===== src/rtl/uart_pkg.sv =====
// Shared UART types and constants for the receive path and the matching transmitter.
package uart_pkg;

    localparam int unsigned UART_DATA_BITS  = 8;
    localparam int unsigned UART_BAUD_DIV   = 651;
    localparam int unsigned UART_OVERSAMPLE = 16;

    typedef enum logic [2:0] {
        IDLE,
        START,
        DATA,
        PARITY,
        STOP,
        WAIT_HIGH
    } uart_rx_state_t;

endpackage


===== src/rtl/uart_rx_if.sv =====
// Serial pin plus received-byte strobes between the UART receiver and command decode.
interface uart_rx_if;
    import uart_pkg::*;

    logic                      rx;
    logic [UART_DATA_BITS-1:0] rx_data;
    logic                      rx_valid;
    logic                      frame_err;
    logic                      parity_err;
    logic                      busy;

    modport master (input rx, output rx_data, rx_valid, frame_err, parity_err, busy);
    modport slave  (output rx, input rx_data, rx_valid, frame_err, parity_err, busy);
endinterface


===== src/rtl/uart_baud_tick.sv =====
// Oversample clock-enable divider; counter is held at zero while disabled.
module uart_baud_tick
    import uart_pkg::*;
#(
    parameter int unsigned BAUD_DIV = UART_BAUD_DIV
) (
    input  logic clk,
    input  logic rst,
    input  logic en,
    output logic tick
);

    localparam int unsigned CNT_W = (BAUD_DIV > 1) ? $clog2(BAUD_DIV) : 1;
    localparam logic [CNT_W-1:0] CNT_LAST = CNT_W'(BAUD_DIV - 1);

    logic [CNT_W-1:0] cnt;

    assign tick = en && (cnt == CNT_LAST);

    always_ff @(posedge clk or posedge rst) begin
        if (rst) begin
            cnt <= '0;
        end else if (!en || tick) begin
            cnt <= '0;
        end else begin
            cnt <= cnt + CNT_W'(1);
        end
    end

endmodule


===== src/rtl/uart_rx.sv =====
// 16x-oversampled UART receiver, 8-N-1 by default.
// Define UART_RX_PARITY_EN for an 8-E-1 frame with a live parity_err strobe.
module uart_rx
    import uart_pkg::*;
#(
    parameter int unsigned BAUD_DIV   = UART_BAUD_DIV,
    parameter int unsigned OVERSAMPLE = UART_OVERSAMPLE
) (
    input  logic      clk,
    input  logic      rst,
    uart_rx_if.master bus
);

    localparam int unsigned TC_W  = $clog2(OVERSAMPLE);
    localparam int unsigned IDX_W = $clog2(UART_DATA_BITS);
    localparam logic [TC_W-1:0]  TC_LAST  = TC_W'(OVERSAMPLE - 1);
    localparam logic [TC_W-1:0]  TC_HALF  = TC_W'(OVERSAMPLE / 2 - 1);
    localparam logic [IDX_W-1:0] IDX_LAST = IDX_W'(UART_DATA_BITS - 1);

    uart_rx_state_t            state;
    logic                      sync1;
    logic                      rxs;
    logic                      tick;
    logic [TC_W-1:0]           tcnt;
    logic [IDX_W-1:0]          bit_idx;
    logic [UART_DATA_BITS-1:0] shreg;
    logic [UART_DATA_BITS-1:0] data_q;
    logic                      valid_q;
    logic                      ferr_q;
    logic                      busy_q;
`ifdef UART_RX_PARITY_EN
    logic                      par_bad;
    logic                      perr_q;
`endif

    // Two-flop synchronizer, idle-high so reset never looks like a start bit
    always_ff @(posedge clk or posedge rst) begin
        if (rst) begin
            sync1 <= 1'b1;
            rxs   <= 1'b1;
        end else begin
            sync1 <= bus.rx;
            rxs   <= sync1;
        end
    end

    uart_baud_tick #(.BAUD_DIV(BAUD_DIV)) u_baud_tick (
        .clk  (clk),
        .rst  (rst),
        .en   (state != IDLE),
        .tick (tick)
    );

    always_ff @(posedge clk or posedge rst) begin
        if (rst) begin
            state   <= IDLE;
            tcnt    <= '0;
            bit_idx <= '0;
            shreg   <= '0;
            data_q  <= '0;
            valid_q <= 1'b0;
            ferr_q  <= 1'b0;
            busy_q  <= 1'b0;
`ifdef UART_RX_PARITY_EN
            par_bad <= 1'b0;
            perr_q  <= 1'b0;
`endif
        end else begin
            valid_q <= 1'b0;
            ferr_q  <= 1'b0;
`ifdef UART_RX_PARITY_EN
            perr_q  <= 1'b0;
`endif
            case (state)
                IDLE: begin
                    busy_q <= 1'b0;
                    tcnt   <= '0;
                    if (!rxs) state <= START;
                end
                START: begin
                    busy_q <= 1'b1;
                    if (tick) begin
                        if (tcnt == TC_HALF) begin
                            tcnt    <= '0;
                            bit_idx <= '0;
                            if (rxs) begin
                                state  <= IDLE;
                                busy_q <= 1'b0;
                            end else begin
                                state <= DATA;
                            end
                        end else begin
                            tcnt <= tcnt + TC_W'(1);
                        end
                    end
                end
                DATA: begin
                    if (tick) begin
                        if (tcnt == TC_LAST) begin
                            tcnt           <= '0;
                            shreg[bit_idx] <= rxs;
                            if (bit_idx == IDX_LAST) begin
`ifdef UART_RX_PARITY_EN
                                state <= PARITY;
`else
                                state <= STOP;
`endif
                            end else begin
                                bit_idx <= bit_idx + IDX_W'(1);
                            end
                        end else begin
                            tcnt <= tcnt + TC_W'(1);
                        end
                    end
                end
`ifdef UART_RX_PARITY_EN
                PARITY: begin
                    if (tick) begin
                        if (tcnt == TC_LAST) begin
                            tcnt    <= '0;
                            par_bad <= (rxs != ^shreg);
                            state   <= STOP;
                        end else begin
                            tcnt <= tcnt + TC_W'(1);
                        end
                    end
                end
`endif
                STOP: begin
                    if (tick) begin
                        if (tcnt == TC_LAST) begin
                            tcnt <= '0;
                            if (rxs) begin
                                data_q  <= shreg;
                                valid_q <= 1'b1;
`ifdef UART_RX_PARITY_EN
                                perr_q  <= par_bad;
`endif
                                busy_q  <= 1'b0;
                                state   <= IDLE;
                            end else begin
                                ferr_q <= 1'b1;
                                state  <= WAIT_HIGH;
                            end
                        end else begin
                            tcnt <= tcnt + TC_W'(1);
                        end
                    end
                end
                WAIT_HIGH: begin
                    // Break / stuck-low line: wait for idle before hunting for a start bit
                    if (rxs) begin
                        busy_q <= 1'b0;
                        state  <= IDLE;
                    end
                end
                default: state <= IDLE;
            endcase
        end
    end

    assign bus.rx_data   = data_q;
    assign bus.rx_valid  = valid_q;
    assign bus.frame_err = ferr_q;
    assign bus.busy      = busy_q;
`ifdef UART_RX_PARITY_EN
    assign bus.parity_err = perr_q;
`else
    assign bus.parity_err = 1'b0;
`endif

endmodule


===== src/flat_wrapper.sv =====
// flat-port wrapper written by rule: the top's interface ports become plain ports
module uart_rx_flat import uart_pkg::*;
#(
    parameter int unsigned BAUD_DIV   = UART_BAUD_DIV,
    parameter int unsigned OVERSAMPLE = UART_OVERSAMPLE
)
  (clk, rst, bus_rx, bus_rx_data, bus_rx_valid, bus_frame_err, bus_parity_err, bus_busy);
  uart_rx_if bus_i ();
  input  logic clk;
  input  logic rst;
  input wire logic [$bits(bus_i.rx)-1:0] bus_rx;
  output wire logic [$bits(bus_i.rx_data)-1:0] bus_rx_data;
  output wire logic [$bits(bus_i.rx_valid)-1:0] bus_rx_valid;
  output wire logic [$bits(bus_i.frame_err)-1:0] bus_frame_err;
  output wire logic [$bits(bus_i.parity_err)-1:0] bus_parity_err;
  output wire logic [$bits(bus_i.busy)-1:0] bus_busy;
  assign bus_i.rx = bus_rx;
  assign bus_rx_data = bus_i.rx_data;
  assign bus_rx_valid = bus_i.rx_valid;
  assign bus_frame_err = bus_i.frame_err;
  assign bus_parity_err = bus_i.parity_err;
  assign bus_busy = bus_i.busy;
  uart_rx #(.BAUD_DIV(BAUD_DIV), .OVERSAMPLE(OVERSAMPLE)) u_core (.clk(clk), .rst(rst), .bus(bus_i));
endmodule

===== config.mk =====
export PLATFORM = sky130hd
export DESIGN_NAME = uart_rx_flat
export DESIGN_NICKNAME = d
export VERILOG_FILES = /design/src/rtl/uart_pkg.sv /design/src/rtl/uart_rx_if.sv /design/src/rtl/uart_baud_tick.sv /design/src/rtl/uart_rx.sv /design/src/flat_wrapper.sv
export SDC_FILE = /design/constraint.sdc
export NUM_CORES = 1
export LEC_CHECK = 0
export ABC_AREA = 1
export CAP_MARGIN = 20
export CELL_PAD_IN_SITES_DETAIL_PLACEMENT = 1
export CELL_PAD_IN_SITES_GLOBAL_PLACEMENT = 2
export CORE_AREA = 2 2 82 84
export DETAILED_ROUTE_END_ITERATION = 6
export DIE_AREA = 0 0 84 86
export PLACE_DENSITY_LB_ADDON = 0.1
export SLEW_MARGIN = 15
export SYNTH_ARGS = -nofsm -noshare
export SYNTH_HDL_FRONTEND = slang
export SYNTH_SLANG_ARGS = --single-unit

===== constraint.sdc =====
create_clock -name clk -period 2.6 [get_ports clk]
set_clock_uncertainty 0.15 [all_clocks]
set_input_delay 0.78 -clock clk [delete_from_list [all_inputs] [get_ports clk]]
set_output_delay 0.78 -clock clk [all_outputs]
set_load 0.02 [all_outputs]

==> Yosys cells after proc, flatten, opt, wreduce, memory -nomap -nowiden <==
Cells that the tools add are included.
{ "totals": {"reg_bits": 41, "out_inout_bits": 12, "word_cells": 92} }
{ "classes": {"add_sub_neg": 3, "n_lt_le_gt_ge": 2, "n_eq_ne": 19, "muxes": 41, "n_reduce_logical": 16} }
{ "ops": {"columns": ["op", "n"], "rows": [
  ["2-to-1 mux 3 bit", 15],
  ["2-to-1 mux 4 bit", 4],
  ["one-hot mux 3 bit (5 select lines)", 1],
  ["2-to-1 mux 1 bit", 14],
  ["!= test 2 x 1 -> 1 bit (second input constant)", 6],
  ["one-hot mux 4 bit (3 select lines)", 1],
  ["adder 10 x 1 -> 10 bit (second input constant)", 1],
  ["== test 10 bit (second input constant)", 1],
  ["2-to-1 mux 10 bit", 1],
  ["!= test 2 bit (second input constant)", 5],
  ["== test 3 bit (second input constant)", 3],
  ["AND reduction 3 bit", 3],
  ["AND reduction 9 bit", 1],
  ["bitwise mux 8 bit", 1],
  ["one-hot mux 3 bit (2 select lines)", 1],
  ["AND reduction 6 bit", 1],
  ["nonzero test 3 bit", 2],
  ["adder 4 x 1 -> 4 bit (second input constant)", 1],
  ["== test 4 x 3 -> 1 bit (second input constant)", 1],
  ["== test 4 bit (second input constant)", 1],
  ["< comparator 3 x 4 -> 1 bit (second input constant)", 1],
  ["one-hot mux 1 bit (4 select lines)", 1],
  ["AND reduction 4 bit", 1],
  ["nonzero test 4 bit", 1],
  ["12 further kinds", 13]
]} }

==> Logic depth before layout (Yosys ltp) <==
Gate-level depths: netlist (run 1).
{ "depth": {"depth_word": 5, "depth_mapped": 11, "depth_no_buf": 11} }

==> Modules after synthesis <==
A second synthesis (run 1) with hierarchy kept.
{ "unflattened": {"hier_cells": 290, "hier_area_um2": 2265.9} }
{ "by_module_without_submodules": {"columns": ["mod", "n_inst", "cells_each", "area_each_um2", "seq_area_each_um2"], "rows": [
  ["uart_rx", 1, 215, 1700.4, 778.2],
  ["uart_baud_tick", 1, 75, 565.5, 250.2]
]} }

==> Worst setup path after synthesis (run 1) <==
No wires, ideal clock.
{ "synth_path": {"kind": "flip-flop to flip-flop", "from": "register u_core.u_baud_tick.cnt[0]", "to": "register u_core.state[0]", "setup_ns": 0.117, "arrival_ns": 1.349, "t_required_ns": 2.333, "path_slack_ns": 0.984, "path_stages_with_launch": 12, "synth_period_minus_slack_ns": 1.616, "path_cell_list": "dfrtp_1 > inv_1 > ha_1 > nand2_1 > nor2_4 > nand3_2 > nand2_1 > nand2_1 > nor2_2 > nand2_2 > nand2_1 > nand2_1"} }
{ "synth_via": {"elab_chain_cells": 4, "word_cells_on_any_way": 6} }
{ "synth_lines": {"columns": ["item", "line", "text"], "rows": [
  ["from (decl)", "uart_baud_tick.sv:16", "logic [CNT_W-1:0] cnt;"],
  ["from (signal assigned)", "uart_baud_tick.sv:26", "cnt <= cnt + CNT_W'(1);"],
  ["== test 10 bit *", "uart_baud_tick.sv:18", "assign tick = en && (cnt == CNT_LAST);"],
  ["logical AND 1 bit *", "uart_baud_tick.sv:18", null],
  ["!= test 2 bit (no line)", null, null],
  ["AND reduction 9 bit (no line) *", null, null],
  ["to (signal assigned)", "uart_rx.sv:56", "state <= IDLE;"],
  ["to (signal assigned)", "uart_rx.sv:78", "if (!rxs) state <= START;"],
  ["to (signal assigned)", "uart_rx.sv:87", "state <= IDLE;"],
  ["to (decl)", "uart_rx.sv:20", "uart_rx_state_t state;"]
]} }
Every way passes the cells marked *; elsewhere a longest branch is shown, timed or not.
A chain may end at the register's enable or synchronous reset.

==> Worst setup path in the final report (run 1) <==
{ "layout_path": {"from": "register u_core.busy_q (netlist: u_core.bus.busy)", "to": "output bus_busy"} }
{ "layout_lines": {"columns": ["item", "line", "text"], "rows": [
  ["from (decl)", "uart_rx.sv:30", "logic busy_q;"],
  ["from (signal assigned)", "uart_rx.sv:63", "busy_q <= 1'b0;"],
  ["from (signal assigned)", "uart_rx.sv:76", "busy_q <= 1'b0;"],
  ["from (signal assigned)", "uart_rx.sv:81", "busy_q <= 1'b1;"],
  ["to (decl)", "flat_wrapper.sv:16", "output wire logic [$bits(bus_i.busy)-1:0] bus_busy;"]
]} }
No word-level cell between the ends.

==> run_summary.xml, run 1 <==
<?xml version="1.0" encoding="UTF-8"?>
<metrics>
  <group name="hold_path">
    <metric name="timing.hold.worst.start" unit="">u_core.sync1</metric>
    <metric name="timing.hold.worst_endpoint" unit="">u_core.rxs</metric>
    <metric name="hold_path.class" unit="">flop to flop</metric>
    <metric name="whs_path_depth" unit="">0</metric>
  </group>
  <group name="clock_network">
    <metric name="clock_insertion_delay_worst_skew" unit="ns">0.29</metric>
    <metric name="cts_buffer_depth" unit="">2</metric>
    <metric name="cts-resized-gates" unit="">0</metric>
    <metric name="cts_tree" unit="">built</metric>
    <metric name="cts.reportedPaths.clkPinSlew" unit="ns">0.08</metric>
    <metric name="hold_buffers" unit="">0</metric>
    <metric name="inserted_clock_buffers" unit="">5</metric>
    <metric name="clock-root-buffer" unit="">sky130_fd_sc_hd__clkbuf_8</metric>
    <metric name="h_tree_level_count" unit="">2</metric>
    <metric name="postCtsSetupRepairBufs" unit="">0</metric>
    <metric name="clkSinkCount" unit="">41</metric>
  </group>
  <group name="layout">
    <metric name="finalNetCount" unit="">287</metric>
    <metric name="diodes" unit="">0</metric>
    <metric name="layout-area-overhead-vs-synth" unit="%">13.1</metric>
    <metric name="multi_input_comb_area" unit="sq um">977</metric>
    <metric name="total_area_of_sequential_cells" unit="sq um">1030</metric>
    <metric name="fillCellCount" unit="">770</metric>
    <metric name="post_route_cells_drive_above_1_share" unit="%">14.3</metric>
    <metric name="post_layout_nonfiller_instances" unit="">357</metric>
  </group>
  <group name="power_and_ir_drop">
    <metric name="report.power.total" unit="W">0.00109</metric>
    <metric name="power_leakage" unit="nW">1.18</metric>
    <metric name="power.density" unit="nW/um^2">442</metric>
    <metric name="power.ir.vdd_worst" unit="mV">0.215</metric>
  </group>
  <group name="floorplan">
    <metric name="ioPinCount" unit="">15</metric>
    <metric name="std_cell_rows" unit="">29</metric>
    <metric name="die_wd" unit="um">84</metric>
    <metric name="initial_utilization" unit="%">34.6</metric>
    <metric name="die_area" unit="sq um">7220</metric>
    <metric name="die_h" unit="um">86</metric>
    <metric name="core_region_area" unit="sq um">6280</metric>
  </group>
  <group name="critical_path">
    <metric name="worst_setup_path_start_kind" unit="">flop</metric>
    <metric name="regToRegStartpoint" unit="">u_core.u_baud_tick.cnt[0]</metric>
    <metric name="reg2reg_setup_slack" unit="ns">0.73</metric>
    <metric name="timing.critical_path.slowest_stage_cell" unit="">sky130_fd_sc_hd__clkdlybuf4s50_1</metric>
    <metric name="cp-end-kind" unit="">output pin</metric>
    <metric name="timing.critical_path.required" unit="ns">1.67</metric>
    <metric name="worstSetupPathType" unit="">flop to output pin</metric>
    <metric name="critPathArrivalTime" unit="ns">1.26</metric>
    <metric name="largest_delay_contributor_family_on_the_critical_path" unit="">buffers and inverters</metric>
    <metric name="rr_worst_depth" unit="">11</metric>
    <metric name="worst_path_largest_cell_delay" unit="ns">0.60</metric>
    <metric name="reg_to_reg_critical_path_endpoint" unit="">u_core.state[1]</metric>
    <metric name="critical_path_buf_inv_count" unit="">1</metric>
    <metric name="critical_path.max_fanout" unit="">2</metric>
    <metric name="timing.critical_path.cells" unit="">clkdlybuf4s50_1</metric>
  </group>
  <group name="timing">
    <metric name="fin_tns_setup" unit="ns">0</metric>
    <metric name="setup_slack" unit="ns">0.409</metric>
    <metric name="finalCriticalPeriod" unit="ns">2.19</metric>
    <metric name="final_count_of_negative_setup_slack_endpoints" unit="">0</metric>
    <metric name="drv_slew" unit="">0</metric>
    <metric name="fmax" unit="MHz">456</metric>
    <metric name="fin_crit_sh" unit="%">84.3</metric>
    <metric name="finalHoldViolCount" unit="">0</metric>
    <metric name="worst_slew_pin_tran" unit="ns">0.499</metric>
    <metric name="slew_headroom" unit="%">66.5</metric>
    <metric name="rsz0062_at_grt" unit="">no</metric>
  </group>
  <group name="placement">
    <metric name="place_worst_setup_slack" unit="ns">0.720</metric>
    <metric name="port_buffer_count" unit="">13</metric>
    <metric name="globalplace.congestion" unit="">0.762</metric>
    <metric name="dp_hpwl" unit="um">3580</metric>
    <metric name="dp_cells" unit="">349</metric>
  </group>
  <group name="drt">
    <metric name="firstDrtPassIters" unit="">2</metric>
    <metric name="drt-vias-per-instance" unit="">4.75</metric>
    <metric name="wl_per_cell" unit="um">13.4</metric>
    <metric name="detailroute.via_count" unit="">1696</metric>
    <metric name="drt_iter0_drc" unit="">38</metric>
    <metric name="detail_route.wirelength" unit="um">4790</metric>
    <metric name="detail_route.drc_violations" unit="">0</metric>
    <metric name="final_antenna_net_count" unit="">0</metric>
  </group>
  <group name="run">
    <metric name="cap_viol_max_count" unit="">0</metric>
  </group>
  <group name="global_route">
    <metric name="pin_count_of_the_biggest_net_entering_global_routing" unit="">31</metric>
    <metric name="initial_antenna_violation_count" unit="">0</metric>
    <metric name="grt_first_pass_wirelength" unit="um">8710</metric>
    <metric name="first_global_vias" unit="">1845</metric>
    <metric name="grt_overflow" unit="">0</metric>
    <metric name="grt_util_all_layers" unit="%">14.8</metric>
  </group>
  <group name="synthesis">
    <metric name="synth_instances" unit="">263</metric>
    <metric name="synth_area_per_cell" unit="sq um">8.25</metric>
    <metric name="ys_types" unit="">33</metric>
    <metric name="post-synth-top-area-fraction" unit="%">45.0</metric>
    <metric name="number_of_nets_produced_by_synthesis" unit="">271</metric>
    <metric name="synth_area" unit="sq um">2170</metric>
    <metric name="yosys-top-cells-area" unit="">sky130_fd_sc_hd__dfrtp_1 45%, sky130_fd_sc_hd__nand2_1 13%, sky130_fd_sc_hd__nand3_1 4.6%, sky130_fd_sc_hd__inv_1 4.5%, sky130_fd_sc_hd__nor2_1 2.9%</metric>
    <metric name="ys_seq_elements" unit="">41</metric>
    <metric name="synthDominantAreaCellType" unit="">sky130_fd_sc_hd__dfrtp_1</metric>
    <metric name="synth_sequential_area_ratio" unit="%">47.4</metric>
    <metric name="ys_warn_count" unit="">0</metric>
  </group>
  <group name="status">
    <metric name="outcome" unit="">completed</metric>
  </group>
</metrics>
==> synthesized netlist by cell type, drive strengths merged <==
cell type / count
o21ai: 17
a21oi: 7
dfrtp: 39
clkbuf: 1
ha: 5
nor3: 14
conb: 1
o31ai: 1
nor3b: 2
o21bai: 2
buf: 4
inv: 31
dfstp: 2
nand2: 85
nor4: 1
o21a: 1
nand3: 22
nand4: 2
xor2: 2
nor2: 24
==> how the worst max path moves through the flow <==
stage | endpoint | slack, ns | from | cells past startpoint
2_1_floorplan | u_core.bit_idx[0] | 0.73 | rst | 1
3_3_place_gp | bus_rx_data[5] | 0.73 | u_core.bus.rx_data[5] | 1
3_5_place_dp | bus_rx_data[5] | 0.72 | u_core.bus.rx_data[5] | 1
4_1_cts | bus_rx_data[5] | 0.38 | u_core.bus.rx_data[5] | 1
5_1_grt | bus_busy | 0.34 | u_core.bus.busy | 1
6_report | bus_busy | 0.41 | u_core.bus.busy | 1
==> placed cells by master (no fill, tap or decap) <==
cell type,Yosys,final
sky130_fd_sc_hd__conb_1,1,1
sky130_fd_sc_hd__nand2_1,78,78
sky130_fd_sc_hd__nand4_2,1,1
sky130_fd_sc_hd__nor3b_1,2,2
sky130_fd_sc_hd__nor2_2,5,5
sky130_fd_sc_hd__nor3_1,10,10
sky130_fd_sc_hd__clkdlybuf4s50_1,0,13
sky130_fd_sc_hd__clkbuf_8,0,5
sky130_fd_sc_hd__nor3_4,2,2
sky130_fd_sc_hd__dfrtp_1,39,39
sky130_fd_sc_hd__inv_2,4,4
sky130_fd_sc_hd__clkinv_1,0,1
sky130_fd_sc_hd__o21bai_1,2,2
sky130_fd_sc_hd__nand3_4,1,1
sky130_fd_sc_hd__nor3_2,2,2
sky130_fd_sc_hd__nor2_4,2,2
sky130_fd_sc_hd__nor2_1,17,17
sky130_fd_sc_hd__clkinvlp_4,0,1
sky130_fd_sc_hd__o21ai_2,5,5
sky130_fd_sc_hd__buf_12,0,1
sky130_fd_sc_hd__xor2_1,2,2
sky130_fd_sc_hd__nand3_2,1,1
sky130_fd_sc_hd__inv_1,26,25
sky130_fd_sc_hd__nand3_1,20,20
sky130_fd_sc_hd__o21ai_0,7,7
sky130_fd_sc_hd__a21oi_1,7,7
sky130_fd_sc_hd__dfstp_2,2,2
sky130_fd_sc_hd__ha_1,5,5
sky130_fd_sc_hd__inv_4,1,1
sky130_fd_sc_hd__nand4_1,1,1
sky130_fd_sc_hd__o31ai_1,1,1
sky130_fd_sc_hd__nand2_2,7,7
sky130_fd_sc_hd__clkbuf_1,1,2
sky130_fd_sc_hd__o21ai_1,5,5
sky130_fd_sc_hd__nor4_1,1,1
sky130_fd_sc_hd__o21a_1,1,1
==> flip-flops by register name, indices dropped and copies added, names as in the netlist <==
signal and count:
u_core.bit_idx 3, u_core.state 3, u_core.bus.rx_data 8, u_core.bus.frame_err 1, u_core.tcnt 4, u_core.rxs 1, u_core.shreg 8, u_core.u_baud_tick.cnt 10
u_core.bus.busy 1, u_core.sync1 1, u_core.bus.rx_valid 1
==> routing by layer <==
| layer | up-vias | share of wire, % | GRT usage (%) |
|---|---|---|---|
| met3 | 2 | 2.5 | 3.18 |
| met5 | - | 0 | 0 |
| li1 | 867 | - | - |
| met2 | 15 | 46 | 24.8 |
| met1 | 812 | 51 | 19.7 |
| met4 | 0 | 0.48 | 3.96 |
==> stage by stage <==
stage | cell area, sq um | hold slack, ns | utilization [%]
after CTS | 2450 | 0.210 | 39.1
after floorplan | 2170 | 0.195 | -
final | 2450 | 0.209 | 39.1
after global routing | 2450 | 0.213 | 39.1
after global placement | 2370 | 0.195 | 37.8
after detailed placement | 2370 | 0.197 | 37.8
==> power by group <==
part / total (W) / switching, W / internal (W)
logic: 0.0000227 / 0.0000164 / 0.00000630
registers: 0.000643 / 0.00000299 / 0.000640
clock network: 0.000420 / 0.000230 / 0.000190
total: 0.00109 / 0.000249 / 0.000837
==> cell families after synthesis <==
logic type | share of synthesized area, %
simple gates | 33.4
flops | 47.4
buf+inv | 7.55
compound gates | 7.78
fa+ha+maj | 2.88
xor+xnor | 0.808
other cells | 0.173
==> layout make-up <==
cell class,instances,area share [%]
Tap cell,77,3.92
Clock inverter,1,0.306
Inverter,31,4.84
Sequential cell,41,41.9
Multi-Input combinational cell,186,39.8
Clock buffer,7,3.11
Timing Repair Buffer,14,6.12
(Power assumes the default switching activity.)
==> run 2: changes to the inputs <==
--- a/config.mk
+++ b/config.mk
@@ -9,9 +9,9 @@
 export CAP_MARGIN = 20
 export CELL_PAD_IN_SITES_DETAIL_PLACEMENT = 1
 export CELL_PAD_IN_SITES_GLOBAL_PLACEMENT = 2
-export CORE_AREA = 2 2 82 84
+export CORE_AREA = 2 2 86 88
 export DETAILED_ROUTE_END_ITERATION = 6
-export DIE_AREA = 0 0 84 86
+export DIE_AREA = 0 0 88 90
 export PLACE_DENSITY_LB_ADDON = 0.1
 export SLEW_MARGIN = 15
 export SYNTH_ARGS = -nofsm -noshare
==> constraint.sdc (replaced) <==
create_clock -name clk -period 1.81 [get_ports clk]
set_clock_uncertainty 0.15 [all_clocks]
set_input_delay 0.543 -clock clk [delete_from_list [all_inputs] [get_ports clk]]
set_output_delay 0.543 -clock clk [all_outputs]
set_load 0.02 [all_outputs]
==> run_summary.xml, run 2 (synthesis results as in run 1) <==
<?xml version="1.0" encoding="UTF-8"?>
<metrics>
  <group name="critical_path">
    <metric name="critPathCapture" unit="">u_core.bus.rx_data[3]</metric>
    <metric name="critPathMostFrequentCell" unit="">sky130_fd_sc_hd__nand2_1</metric>
    <metric name="worstSetupPathType" unit="">flop to flop</metric>
    <metric name="critical_path.max_fanout" unit="">6</metric>
    <metric name="critical_path_buf_inv_count" unit="">2</metric>
    <metric name="critPathArrivalTime" unit="ns">1.77</metric>
    <metric name="timing.critical_path.slowest_stage_cell" unit="">sky130_fd_sc_hd__dfrtp_1</metric>
    <metric name="timing.critical_path.cells" unit="">ha_1 &gt; nand2_2 &gt; nor2_4 &gt; inv_2 &gt; nor3_4 &gt; buf_4 &gt; nand2_4 &gt; nand2_1 &gt; nand2_1</metric>
    <metric name="timing.critical_path.required" unit="ns">1.86</metric>
    <metric name="cp-end-kind" unit="">flop</metric>
    <metric name="worst_setup_path_start_kind" unit="">flop</metric>
    <metric name="regToRegStartpoint" unit="">u_core.tcnt[1]</metric>
    <metric name="reg_to_reg_critical_path_endpoint" unit="">u_core.bus.rx_data[3]</metric>
    <metric name="largest_delay_contributor_family_on_the_critical_path" unit="">simple AND/OR/NAND/NOR gates</metric>
    <metric name="setup.worst_path.start" unit="">u_core.tcnt[1]</metric>
    <metric name="worst_path_largest_cell_delay" unit="ns">0.38</metric>
    <metric name="reg2reg_setup_slack" unit="ns">0.09</metric>
    <metric name="rr_worst_depth" unit="">9</metric>
    <metric name="critical_path_depth" unit="">9</metric>
  </group>
  <group name="floorplan">
    <metric name="std_cell_rows" unit="">31</metric>
    <metric name="core_region_area" unit="sq um">7020</metric>
    <metric name="die_h" unit="um">90</metric>
    <metric name="die_wd" unit="um">88</metric>
    <metric name="ioPinCount" unit="">15</metric>
    <metric name="die_area" unit="sq um">7920</metric>
    <metric name="initial_utilization" unit="%">30.9</metric>
  </group>
  <group name="clock_network">
    <metric name="cts_tree" unit="">built</metric>
    <metric name="cts.reportedPaths.clkPinSlew" unit="ns">0.09</metric>
    <metric name="clkSinkCount" unit="">41</metric>
    <metric name="h_tree_level_count" unit="">2</metric>
    <metric name="clock_insertion_delay_worst_skew" unit="ns">0.30</metric>
    <metric name="inserted_clock_buffers" unit="">5</metric>
    <metric name="clock-root-buffer" unit="">sky130_fd_sc_hd__clkbuf_8</metric>
    <metric name="cts_buffer_depth" unit="">2</metric>
  </group>
  <group name="drt">
    <metric name="detailroute.via_count" unit="">1764</metric>
    <metric name="drt_iter0_drc" unit="">41</metric>
    <metric name="final_antenna_net_count" unit="">0</metric>
    <metric name="firstDrtPassIters" unit="">3</metric>
    <metric name="detail_route.drc_violations" unit="">0</metric>
    <metric name="wl_per_cell" unit="um">12.8</metric>
    <metric name="detail_route.wirelength" unit="um">5090</metric>
    <metric name="drt-vias-per-instance" unit="">4.44</metric>
  </group>
  <group name="placement">
    <metric name="dpl_cell_area" unit="sq um">2490</metric>
    <metric name="dp_hpwl" unit="um">3570</metric>
    <metric name="port_buffer_count" unit="">13</metric>
    <metric name="globalplace.congestion" unit="">0.770</metric>
    <metric name="dp_cells" unit="">383</metric>
  </group>
  <group name="timing">
    <metric name="drv_slew" unit="">0</metric>
    <metric name="holdWs" unit="ns">0.209</metric>
    <metric name="finalCriticalPeriod" unit="ns">1.72</metric>
    <metric name="finalHoldViolCount" unit="">0</metric>
    <metric name="rsz0062_at_grt" unit="">yes</metric>
    <metric name="final_count_of_negative_setup_slack_endpoints" unit="">0</metric>
    <metric name="fin_crit_sh" unit="%">95.1</metric>
    <metric name="fmax" unit="MHz">581</metric>
  </group>
  <group name="power_and_ir_drop">
    <metric name="report.power.total" unit="W">0.00163</metric>
    <metric name="power.density" unit="nW/um^2">600</metric>
    <metric name="power_leakage" unit="nW">1.36</metric>
    <metric name="power.ir.vdd_worst" unit="mV">0.201</metric>
  </group>
  <group name="global_route">
    <metric name="grt_overflow" unit="">0</metric>
    <metric name="grt_util_all_layers" unit="%">14.5</metric>
    <metric name="first_global_vias" unit="">1864</metric>
    <metric name="grt_first_pass_wirelength" unit="um">9040</metric>
    <metric name="initial_antenna_violation_count" unit="">0</metric>
    <metric name="pin_count_of_the_biggest_net_entering_global_routing" unit="">42</metric>
  </group>
  <group name="layout">
    <metric name="registers.top_by_ff_count" unit="">u_core.u_baud_tick.cnt</metric>
    <metric name="layout-area-overhead-vs-synth" unit="%">25.0</metric>
    <metric name="post_route_cells_drive_above_1_share" unit="%">24.8</metric>
    <metric name="diodes" unit="">0</metric>
    <metric name="postLayoutCellArea" unit="sq um">2710</metric>
    <metric name="layout.core_utilization" unit="%">38.6</metric>
    <metric name="layout_commonest_cell" unit="">sky130_fd_sc_hd__nand2_1</metric>
    <metric name="finalNetCount" unit="">305</metric>
    <metric name="largest_register_ffs" unit="">10</metric>
    <metric name="commonest_non_fill_non_tap_cells_in_the_layout" unit="">74 x sky130_fd_sc_hd__nand2_1, 37 x sky130_fd_sc_hd__dfrtp_1, 23 x sky130_fd_sc_hd__inv_1</metric>
    <metric name="fillCellCount" unit="">838</metric>
    <metric name="post_layout_nonfiller_instances" unit="">397</metric>
  </group>
  <group name="hold_path">
    <metric name="hold_path.class" unit="">flop to flop</metric>
  </group>
  <group name="status">
    <metric name="outcome" unit="">completed</metric>
  </group>
  <group name="run">
    <metric name="cap_viol_max_count" unit="">0</metric>
  </group>
</metrics>
run 2: power by group:
part	internal, W	leakage (nW)	switching, W
clock network	0.000310	0.0512	0.000358
logic	0.0000107	0.762	0.0000287
registers	0.000919	0.543	0.000000779
run 2: layout make-up:
type / count / area (sq um) / area share [%]
tap: 99 / 124 / 4.57
sequential: 41 / 1030 / 38.0
inverter: 31 / 119 / 4.38
clock inverter: 2 / 13.8 / 0.507
clock buffer: 6 / 82.6 / 3.04
multi-input combinational: 187 / 1080 / 39.8
timing repair buffer: 31 / 264 / 9.73
run 2: timing repair:
| item | in CTS | in global routing |
|---|---|---|
| endpoints found under the setup margin | 25 | 23 |
| pin swaps | 2 | 6 |
| gates resized for setup | 17 | 23 |
| hold buffers | 0 | 0 |
| setup buffers | 1 | 4 |
| cloned | 1 | 0 |
run 2: per-stage QoR:
stage | worst slack [ns] | TNS, ns
detailed placement | -0.0698 | -0.376
CTS | 0.00336 | 0
finish | 0.0891 | 0
global route | -0.0494 | -0.393
global placement | -0.0798 | -0.466
floorplan | 0.174 | 0
run 2: worst register-to-register path, stage by stage (launching register included):
cell and delay [ns]:
sky130_fd_sc_hd__dfrtp_1 0.38, sky130_fd_sc_hd__ha_1 0.20, sky130_fd_sc_hd__nand2_2 0.09, sky130_fd_sc_hd__nor2_4 0.15
sky130_fd_sc_hd__inv_2 0.10, sky130_fd_sc_hd__nor3_4 0.18, sky130_fd_sc_hd__buf_4 0.16, sky130_fd_sc_hd__nand2_4 0.09
sky130_fd_sc_hd__nand2_1 0.07, sky130_fd_sc_hd__nand2_1 0.05
run 2: worst min-delay path by stage:
| stage | from | end | slack (ns) | cells past startpoint |
|---|---|---|---|---|
| 2_1_floorplan | u_core.sync1 | u_core.rxs | 0.20 | 0 |
| 3_3_place_gp | u_core.sync1 | u_core.rxs | 0.20 | 0 |
| 3_5_place_dp | u_core.sync1 | u_core.rxs | 0.20 | 0 |
| 4_1_cts | u_core.sync1 | u_core.rxs | 0.21 | 0 |
| 5_1_grt | u_core.sync1 | u_core.rxs | 0.22 | 0 |
| 6_report | u_core.sync1 | u_core.rxs | 0.21 | 0 |
run 2: metal layers:
metal | global-route usage (%) | share of wire (%)
met5 | 0 | 0
met4 | 4.23 | 1.4
met3 | 2.48 | 2.2
met2 | 23.3 | 46
met1 | 19.8 | 50
==> run 3: changes to the inputs <==
--- a/config.mk
+++ b/config.mk
@@ -9,9 +9,10 @@
 export CAP_MARGIN = 20
 export CELL_PAD_IN_SITES_DETAIL_PLACEMENT = 1
 export CELL_PAD_IN_SITES_GLOBAL_PLACEMENT = 2
-export CORE_AREA = 2 2 86 88
+export CORE_AREA = 2 2 85 87
+export CTS_BUF_LIST = sky130_fd_sc_hd__clkbuf_2 sky130_fd_sc_hd__clkbuf_4 sky130_fd_sc_hd__clkbuf_8
 export DETAILED_ROUTE_END_ITERATION = 6
-export DIE_AREA = 0 0 88 90
+export DIE_AREA = 0 0 87 89
 export PLACE_DENSITY_LB_ADDON = 0.1
 export SLEW_MARGIN = 15
 export SYNTH_ARGS = -nofsm -noshare
==> run_summary.xml, run 3 (synthesis results as in run 1) <==
<?xml version="1.0" encoding="UTF-8"?>
<metrics>
  <group name="timing">
    <metric name="rsz0062_at_grt" unit="">yes</metric>
    <metric name="fin_tns_setup" unit="ns">0</metric>
    <metric name="drv_slew" unit="">0</metric>
    <metric name="fmax" unit="MHz">564</metric>
    <metric name="finalCriticalPeriod" unit="ns">1.77</metric>
    <metric name="finalHoldViolCount" unit="">0</metric>
    <metric name="fin_crit_sh" unit="%">97.9</metric>
    <metric name="final_count_of_negative_setup_slack_endpoints" unit="">0</metric>
  </group>
  <group name="hold_path">
    <metric name="hold_path.class" unit="">flop to flop</metric>
  </group>
  <group name="floorplan">
    <metric name="initial_utilization" unit="%">32.3</metric>
    <metric name="ioPinCount" unit="">15</metric>
    <metric name="die_wd" unit="um">87</metric>
    <metric name="die_h" unit="um">89</metric>
    <metric name="std_cell_rows" unit="">30</metric>
    <metric name="core_region_area" unit="sq um">6720</metric>
    <metric name="die_area" unit="sq um">7740</metric>
  </group>
  <group name="placement">
    <metric name="port_buffer_count" unit="">13</metric>
    <metric name="dp_cells" unit="">368</metric>
    <metric name="globalplace.congestion" unit="">0.775</metric>
    <metric name="dp_hpwl" unit="um">3770</metric>
  </group>
  <group name="drt">
    <metric name="wl_per_cell" unit="um">13.2</metric>
    <metric name="detail_route.drc_violations" unit="">0</metric>
    <metric name="drt-vias-per-instance" unit="">4.65</metric>
    <metric name="detailroute.via_count" unit="">1767</metric>
    <metric name="firstDrtPassIters" unit="">4</metric>
    <metric name="final_antenna_net_count" unit="">0</metric>
    <metric name="detail_route.wirelength" unit="um">5010</metric>
    <metric name="drt_iter0_drc" unit="">52</metric>
  </group>
  <group name="layout">
    <metric name="post_layout_nonfiller_instances" unit="">380</metric>
    <metric name="largest_register_ffs" unit="">10</metric>
    <metric name="total_area_of_sequential_cells" unit="sq um">1030</metric>
    <metric name="diodes" unit="">0</metric>
    <metric name="commonest_non_fill_non_tap_cells_in_the_layout" unit="">75 x sky130_fd_sc_hd__nand2_1, 38 x sky130_fd_sc_hd__dfrtp_1, 24 x sky130_fd_sc_hd__inv_1</metric>
    <metric name="layout_commonest_cell" unit="">sky130_fd_sc_hd__nand2_1</metric>
    <metric name="fillCellCount" unit="">816</metric>
    <metric name="multi_input_comb_area" unit="sq um">1050</metric>
    <metric name="post_route_cells_drive_above_1_share" unit="%">23.7</metric>
    <metric name="registers.top_by_ff_count" unit="">u_core.u_baud_tick.cnt</metric>
    <metric name="layout.core_utilization" unit="%">39.7</metric>
    <metric name="finalNetCount" unit="">307</metric>
    <metric name="layout-area-overhead-vs-synth" unit="%">23.0</metric>
  </group>
  <group name="clock_network">
    <metric name="inserted_clock_buffers" unit="">5</metric>
    <metric name="cts_tree" unit="">built</metric>
    <metric name="cts.reportedPaths.clkPinSlew" unit="ns">0.08</metric>
    <metric name="clock-root-buffer" unit="">sky130_fd_sc_hd__clkbuf_8</metric>
    <metric name="h_tree_level_count" unit="">2</metric>
    <metric name="cts_buffer_depth" unit="">2</metric>
    <metric name="clock_insertion_delay_worst_skew" unit="ns">0.30</metric>
    <metric name="clkSinkCount" unit="">41</metric>
    <metric name="hold_buffers" unit="">0</metric>
  </group>
  <group name="global_route">
    <metric name="grt_first_pass_wirelength" unit="um">8580</metric>
    <metric name="first_global_vias" unit="">1775</metric>
    <metric name="grt_util_all_layers" unit="%">14.4</metric>
    <metric name="initial_antenna_violation_count" unit="">0</metric>
    <metric name="pin_count_of_the_biggest_net_entering_global_routing" unit="">14</metric>
    <metric name="grt_overflow" unit="">0</metric>
  </group>
  <group name="critical_path">
    <metric name="timing.critical_path.required" unit="ns">1.86</metric>
    <metric name="critical_path.max_fanout" unit="">6</metric>
    <metric name="cp-end-kind" unit="">flop</metric>
    <metric name="critPathArrivalTime" unit="ns">1.82</metric>
    <metric name="worst_setup_path_start_kind" unit="">flop</metric>
    <metric name="worstSetupPathType" unit="">flop to flop</metric>
  </group>
  <group name="status">
    <metric name="outcome" unit="">completed</metric>
  </group>
  <group name="power_and_ir_drop">
    <metric name="p_comb_share" unit="%">2.4</metric>
    <metric name="power.sequential.fraction" unit="%">57.7</metric>
    <metric name="power.density" unit="nW/um^2">597</metric>
    <metric name="power_leakage" unit="nW">1.36</metric>
    <metric name="relative_contribution_of_the_clock_network_to_total_power" unit="%">39.8</metric>
    <metric name="cell_internal_pwr" unit="W">0.00124</metric>
    <metric name="power_switching_share" unit="%">22.5</metric>
    <metric name="power.ir.vdd_worst" unit="mV">0.260</metric>
    <metric name="reported_net_switching_power" unit="W">0.000359</metric>
  </group>
  <group name="run">
    <metric name="cap_viol_max_count" unit="">0</metric>
  </group>
</metrics>
## run 3: through the flow
stage               hold slack (ns)  instance area [sq um]  setup slack (ns)  power, W
finish                        0.220                   2670            0.0376   0.00159
global route                  0.228                   2670           -0.0775   0.00166
CTS                           0.220                   2570            0.0283   0.00163
detailed placement            0.206                   2480            -0.132  0.000979
global placement              0.197                   2480            -0.105  0.000979
floorplan                     0.195                   2170             0.174  0.000960
## run 3: cell type report
cell class / instances / share of cell area [%]
multi-input cells: 187 / 39.4
flip-flops and latches: 41 / 38.6
repair buffers: 33 / 10.1
inverters: 31 / 4.64
well taps: 80 / 3.75
clock buffers: 7 / 3.14
clock inverters: 1 / 0.328
## run 3: power groups by stage
stage | Clock, W | Combinational (W) | Sequential [W]
4_1_cts | 0.000670 | 0.0000410 | 0.000920
6_report | 0.000635 | 0.0000389 | 0.000920
2_1_floorplan | 0 | 0.0000216 | 0.000938
3_5_place_dp | 0 | 0.0000411 | 0.000938
3_3_place_gp | 0 | 0.0000412 | 0.000938
5_1_grt | 0.000696 | 0.0000454 | 0.000921
## run 3: timing repair
item                                    4_1_cts  5_1_grt
gates cloned                                  0        1
endpoints found under the setup margin       24       25
pin swaps                                     0        9
buffers inserted                              0        3
gates resized for setup                      14       19
## run 3: worst max-delay path, cell delays in order (launching register included)
cell                      delay, ns
sky130_fd_sc_hd__dfrtp_1       0.39
sky130_fd_sc_hd__ha_2          0.21
sky130_fd_sc_hd__nand2_2       0.08
sky130_fd_sc_hd__nor2_4        0.18
sky130_fd_sc_hd__inv_4         0.08
sky130_fd_sc_hd__nor3_4        0.23
sky130_fd_sc_hd__buf_6         0.14
sky130_fd_sc_hd__nand2_4       0.08
sky130_fd_sc_hd__nand2_1       0.09
sky130_fd_sc_hd__o21ai_2       0.05
## run 3: final timing paths
| check | startpoint | end | slack [ns] | depth (start not counted) |
|---|---|---|---|---|
| setup / recovery | u_core.tcnt[0] | u_core.bus.rx_data[2] | 0.04 | 9 |
| hold / removal | u_core.sync1 | u_core.rxs | 0.22 | 0 |
| setup reg to reg | u_core.tcnt[0] | u_core.bus.rx_data[2] | 0.04 | 9 |
| hold reg to reg | u_core.sync1 | u_core.rxs | 0.22 | 0 |
| max in group asynchronous | rst | u_core.tcnt[1] | 0.75 | 3 |
| min in group asynchronous | rst | u_core.u_baud_tick.cnt[7] | 0.31 | 2 |
## run 3: metal layers
metal | track usage, % | vias up | wire length [um]
met5 | 0 | - | 0
met4 | 3.84 | 0 | 59
met3 | 3.05 | 7 | 116
met2 | 23.0 | 15 | 2230
met1 | 19.8 | 831 | 2610
li1 | - | 914 | -
